[config.mk]
export PLATFORM = sky130hd
export DESIGN_NAME = pipeline_hazard_ctrl
export DESIGN_NICKNAME = d
export VERILOG_FILES = /design/src/rtl/pipeline_hazard_ctrl.sv
export SDC_FILE = /design/constraint.sdc
export NUM_CORES = 1
export LEC_CHECK = 0
export BUFFER_PORTS_ARGS = -buffer_cell sky130_fd_sc_hd__buf_2
export CAP_MARGIN = 20
export CELL_PAD_IN_SITES_DETAIL_PLACEMENT = 2
export CELL_PAD_IN_SITES_GLOBAL_PLACEMENT = 2
export CORE_MARGIN = 3
export CORE_UTILIZATION = 14
export CTS_BUF_LIST = sky130_fd_sc_hd__clkbuf_16
export DETAILED_ROUTE_END_ITERATION = 10
export PLACE_DENSITY_LB_ADDON = 0.1
export SETUP_SLACK_MARGIN = 0.15
export SYNTH_ARGS = -nofsm -noshare
export SYNTH_HDL_FRONTEND = slang
export SYNTH_SLANG_ARGS = --single-unit
[constraint.sdc]
create_clock -name clk -period 2.4 [get_ports clk]
set_input_delay 0.48 -clock clk [delete_from_list [all_inputs] [get_ports clk]]
set_output_delay 0.48 -clock clk [all_outputs]
set_load 0.05 [all_outputs]
[src/rtl/pipeline_hazard_ctrl.sv]
// Hazard sequencer for a five-stage RISC-V pipeline: load-use stalls, MEM-stage redirects, data-memory waits.
// Optional performance counters are built when HAZARD_PERF_EN is defined.
module pipeline_hazard_ctrl #(
  parameter int CNT_W = 32
) (
  input  logic             clk,
  input  logic             rst,
  input  logic [4:0]       id_rs1,
  input  logic [4:0]       id_rs2,
  input  logic             id_uses_rs1,
  input  logic             id_uses_rs2,
  input  logic             ex_is_load,
  input  logic [4:0]       ex_rd,
  input  logic             mem_redirect,
  input  logic             mem_busy,
  output logic             pc_en,
  output logic             ifid_en,
  output logic             idex_en,
  output logic             exmem_en,
  output logic             memwb_en,
  output logic             ifid_flush,
  output logic             idex_flush,
  output logic             exmem_flush,
  output logic             memwb_flush,
  output logic [1:0]       state,
  output logic [CNT_W-1:0] stall_cycles,
  output logic [CNT_W-1:0] flush_events
);

  typedef enum logic [1:0] {
    RUN      = 2'b00,
    LDSTALL  = 2'b01,
    MEMWAIT  = 2'b10,
    REDIRECT = 2'b11
  } state_e;

  state_e state_q, state_d;
  logic   load_use;
  logic   load_use_live;
  logic   redirect_taken;

  assign load_use = ex_is_load && (ex_rd != 5'd0) &&
                    ((id_uses_rs1 && (id_rs1 == ex_rd)) ||
                     (id_uses_rs2 && (id_rs2 == ex_rd)));

  // After a stall or redirect the ID/EX slot holds a bubble, so a match is stale.
  assign load_use_live  = load_use && ((state_q == RUN) || (state_q == MEMWAIT));
  assign redirect_taken = !rst && !mem_busy && mem_redirect;

  always_comb begin
    pc_en       = 1'b1;
    ifid_en     = 1'b1;
    idex_en     = 1'b1;
    exmem_en    = 1'b1;
    memwb_en    = 1'b1;
    ifid_flush  = 1'b0;
    idex_flush  = 1'b0;
    exmem_flush = 1'b0;
    memwb_flush = 1'b0;
    state_d     = RUN;
    if (rst) begin
      ifid_flush  = 1'b1;
      idex_flush  = 1'b1;
      exmem_flush = 1'b1;
      memwb_flush = 1'b1;
      state_d     = RUN;
    end else if (mem_busy) begin
      // MEM instruction is held; WB gets a bubble so its write is not repeated.
      pc_en       = 1'b0;
      ifid_en     = 1'b0;
      idex_en     = 1'b0;
      exmem_en    = 1'b0;
      memwb_flush = 1'b1;
      state_d     = MEMWAIT;
    end else if (mem_redirect) begin
      ifid_flush  = 1'b1;
      idex_flush  = 1'b1;
      exmem_flush = 1'b1;
      state_d     = REDIRECT;
    end else if (load_use_live) begin
      pc_en      = 1'b0;
      ifid_en    = 1'b0;
      idex_flush = 1'b1;
      state_d    = LDSTALL;
    end
  end

  always_ff @(posedge clk) begin
    state_q <= state_d;
  end

  assign state = state_q;

`ifdef HAZARD_PERF_EN
  logic [CNT_W-1:0] stall_q, stall_d;
  logic [CNT_W-1:0] flush_q, flush_d;

  always_comb begin
    stall_d = stall_q;
    flush_d = flush_q;
    if (!rst && !pc_en && (stall_q != {CNT_W{1'b1}})) stall_d = stall_q + 1'b1;
    if (redirect_taken && (flush_q != {CNT_W{1'b1}})) flush_d = flush_q + 1'b1;
  end

  always_ff @(posedge clk) begin
    if (rst) begin
      stall_q <= '0;
      flush_q <= '0;
    end else begin
      stall_q <= stall_d;
      flush_q <= flush_d;
    end
  end

  assign stall_cycles = stall_q;
  assign flush_events = flush_q;
`else
  logic unused_perf;
  assign unused_perf  = redirect_taken;
  assign stall_cycles = '0;
  assign flush_events = '0;
`endif

endmodule

==> Word level (Yosys, flattened, before mapping) <==
Cells that the tools add are included.
{ "op_classes": {"mux": 18, "n_shift": 0, "n_reduce_logical": 10, "n_mul": 0, "bitwise_logic": 0, "order_cmp": 0, "eq_ne": 3, "n_div": 0, "addsub": 0} }
{ "ops": {"columns": ["operator", "n"], "rows": [
  ["2-to-1 mux 1 bit", 16],
  ["equality test 5 bit", 2],
  ["logical AND 1 bit", 5],
  ["nonzero test 5 bit", 1],
  ["2-to-1 mux 2 bit", 2],
  ["equality test 2 bit, second input constant", 1],
  ["logical NOT 2 bit", 1],
  ["logical OR 1 bit", 2],
  ["OR reduction 2 bit", 1]
]} }
{ "totals": {"rom_bits": 0, "latch_bits": 0, "elab_cells": 33, "reg_bits": 2, "memories": 0, "inputBits": 22, "ram_bits": 0, "out_inout_bits": 75} }

==> Depth between registers and ports, before layout <==
{ "logic_depth": {"word_depth": 9, "depth_mapped": 5, "mapped_depth_nobuf": 4} }

==> Least setup slack after synthesis <==
No wires, ideal clock.
{ "synth_timing": {"path_kind": "input to output", "startpoint": "in ex_rd[3]", "endpoint": "out idex_flush", "path_stages": 4, "t_required_ns": 1.920, "t_arrival_ns": 2.747, "setup_slack_ns": -0.827, "path_cell_list": "xor2_1 > nor4_2 > a32oi_1 > o41ai_1"} }
{ "synth_via": {"elab_chain_cells": 9, "elab_cells_between_ends": 13, "cone_classes": "eq/ne (2); mux (4); reduce/logical (7)"} }
{ "synth_rtl": {"columns": ["item", "line", "text"], "rows": [
  ["start, declared", "13", "input logic [4:0] ex_rd,"],
  ["equality test 5 bit (on tied branches)", "43, 44", null],
  ["logical AND 1 bit (on tied branches)", "43, 44", null],
  ["logical OR 1 bit", "43", "((id_uses_rs1 && (id_rs1 == ex_rd)) ||"],
  ["logical AND 1 bit *", "42", "assign load_use = ex_is_load && (ex_rd != 5'd0) &&"],
  ["logical AND 1 bit *", "47", "assign load_use_live = load_use && ((state_q == RUN) || (state_q == MEMWAIT));"],
  ["2-to-1 mux 1 bit *", "80", "end else if (load_use_live) begin"],
  ["2-to-1 mux 1 bit *", "75", "end else if (mem_redirect) begin"],
  ["2-to-1 mux 1 bit *", "67", "end else if (mem_busy) begin"],
  ["2-to-1 mux 1 bit *", "61", "if (rst) begin"],
  ["end, declared", "22", "output logic idex_flush,"]
]} }
Mark *: on every way between the ends. The rest lies on a longest branch, timed or not.

==> Worst setup path in the final report <==
{ "layout_timing": {"startpoint": "in id_rs1[3]", "endpoint": "out ifid_en"} }
{ "layout_via": {"elab_chain_cells": 9} }
{ "layout_rtl": {"columns": ["item", "line", "text"], "rows": [
  ["start, declared", "8", "input logic [4:0] id_rs1,"],
  ["equality test 5 bit", "43", null],
  ["logical AND 1 bit", "43", null],
  ["logical OR 1 bit", "43", null],
  ["logical AND 1 bit", "42", null],
  ["logical AND 1 bit", "47", null],
  ["2-to-1 mux 1 bit", "80", null],
  ["2-to-1 mux 1 bit", "75", null],
  ["2-to-1 mux 1 bit", "67", null],
  ["2-to-1 mux 1 bit", "61", null],
  ["end, declared", "17", "output logic ifid_en,"]
]} }
Every way passes these cells.

==> impl_metrics.ini <==
[worst_hold_path]
worstHoldStart = rst
path_type_of_the_worst_min_delay_path = in -> reg

[critical_path]
worst-endpoint-required_ns = 1.92
timing.reg2reg.setup_slack_ns = 1.39
crit_path_top_delay_cell = o41a_4
worst_ep_arrival_time_ns = 1.82
critical-path-top-cell-by-count = buf_6
critPathKind = in -> out
cpLargestDelayFamily = compound AO/OA/AOI/OAI gates
worst_r2r_startpoint = state[0]$_SDFF_PP0_
critPathMaxFanout = 3
critPathBufInv = 2
worst_setup_path_startpoint = id_rs1[3]
critical_path.endpoint_type = primary output
critPathLaunchType = input port
critical-path-max-stage-delay_ns = 0.41
crit_path_cell_trace = buf_6 > xor2_1 > nor4_2 > a32oi_2 > o41a_4 > buf_6

[sta]
setup_violations = 0
setup-tns-final_ns = 0
rsz0062_at_grt = true
post-route-min-period_ns = 2.301
max_freq_ghz = 0.4346
finalHoldViolCount = 0
timing.final.max_slew_violations = 0
fin_worst_hold_slack_ns = 0.4725
finClkSkew_ns = 0
finalWorstSetupSlack_ns = 0.09923
finalCritPeriodShare_pct = 95.87

[routing]
drt-vias-per-instance = 2.678
num_vias = 549
drt_iter0_markers = 6
first_pass_iters = 2
wl_per_cell_um = 9.737
drt-total-wl_mm = 1.996
antenna_left = 0
drc = 0

[clocking]
clkSinkCount = 2
cts_hold_buffers = 0
cts_root_buffer = clkbuf_16
clock_insertion_delay_worst_skew_ns = 0.22
cts_tree = yes
htree_num_levels = 1
clk_pin_slew_worst_paths_ns = 0.03
tritoncts.num_buffers = 3
clk_path_buf_depth = 2

[die]
io-pin-count = 97
start_util_pct = 14.73
fp.dieW_um = 79.78
floorplan.die.height_um = 79.78
row_count = 26
fp.dieArea_um2 = 6364
core-area_um2 = 5172

[cells_and_area]
layout.cells.most_common = conb_1
largest_register_ff_count = 2
syn_to_layout_area_delta_pct = 24.96
post_route_cells_drive_above_1_share_pct = 36.30
fin_nets = 159
most-common-layout-cells = 65 x conb_1, 24 x buf_2, 7 x xor2_1, 6 x buf_6, 5 x buf_4
antenna_cells = 0

[power_and_ir_drop]
total_power_after_layout_uw = 636.4
power.density_cell_area_nw_per_um2 = 668.3
static-leakage-power_nw = 0.5156
power.ir.vdd_worst_mv = 0.4487

[grt]
first_global_vias = 535
met3_usage_pct = 1.806
gr-usage-met1_pct = 6.384
global_route_wire_length_before_repair_mm = 2.670
grtUsageTotal_pct = 5.452
grt-busiest-layer = met2
grt_overflow = 0
grt_antenna_before_repair = 0
largest_net_degree_at_the_start_of_global_routing = 6
grt_use_met2_pct = 8.932

[placed_design]
place_worst_setup_slack_ns = -0.08788
port-buffer-count = 31
gp_routability_congestion = 0.6828
place.detailed.hpwl_mm = 1.766

[synth]
synth_top_area_cell = buf_4
synth_area_leaders = buf_4 67%, xor2_1 9.2%, dfxtp_1 5.3%
post_synth_inst_count = 101
post-synth-top-area-fraction_pct = 67.00
synth.yosys.warnings = 0
syn-cell-area_um2 = 762.0
synth.yosys.seq_area_share_pct = 5.255
synthesis.area_per_instance_um2 = 7.544
yosys_register_bits = 2
distinct_cell_type_count_of_the_synthesized_netlist = 17

[flow_run]
max_cap_violations = 0

[outcome]
outcome = finished clean
## logic make-up after synthesis
family,count (synthesis),share of synthesized area (%)
xor gates and xnor gates,10,11.50
and+or+nand+nor,11,8.211
buffers and inverters,71,68.47
other,2,0.9856
DFF,2,5.255
AOI/OAI and AO/OA,5,5.583
## per-stage QoR
stage	util (%)	cell area, um2	std cells
floorplan	-	1042	164
global placement	15.48	800.8	201
detailed placement	15.48	800.8	201
CTS	18.14	938.4	204
global route	18.41	952.2	205
finish	18.41	952.2	205
## path summary, 6_finish.rpt
path	end	depth (start not counted)
max	ifid_en	6
min	state[1]$_SDFF_PP0_	2
max reg2reg	state[0]$_SDFF_PP0_	2
min reg2reg	state[0]$_SDFF_PP0_	2
## power breakdown
part / switching [mW] / internal, mW / leakage, nW
Combinational: 0.297 / 0.0487 / 0.462
Sequential: 0.000560 / 0.0354 / 0.0166
Clock: 0.0421 / 0.212 / 0.0370
## Yosys cell counts
master,number
a32oi_1,1
nor4_1,1
buf_4,68
inv_1,3
a21oi_1,1
conb_1,2
xnor2_1,2
nand2_1,2
xor2_1,8
o41a_1,1
o41ai_1,2
nand2b_1,1
dfxtp_1,2
nor2_1,4
and2_0,1
or4_2,1
nor4_2,1
## routing by layer
metal	vias to the layer above	wire, um	share of wire (%)
met5	-	0	0
met4	0	29	1.5
met3	4	303	15
met2	60	892	45
met1	231	770	39
li1	254	-	-
## layout make-up
cell class,count,area (um2)
Clock buffer,3,75.07
Fill cell,635,4220
Inverter,3,11.26
Multi-Input combinational cell,91,498.0
Sequential cell,2,40.04
Tap cell,70,87.58
Timing Repair Buffer,36,240.2
## repair_timing
| action | in CTS | in global routing |
|---|---|---|
| resized for setup | 15 | 1 |
| buffers inserted | 0 | 1 |
| setup endpoints to repair | 3 | 3 |
| pin swaps | 3 | 5 |
Power figures use the tool's default switching activity.
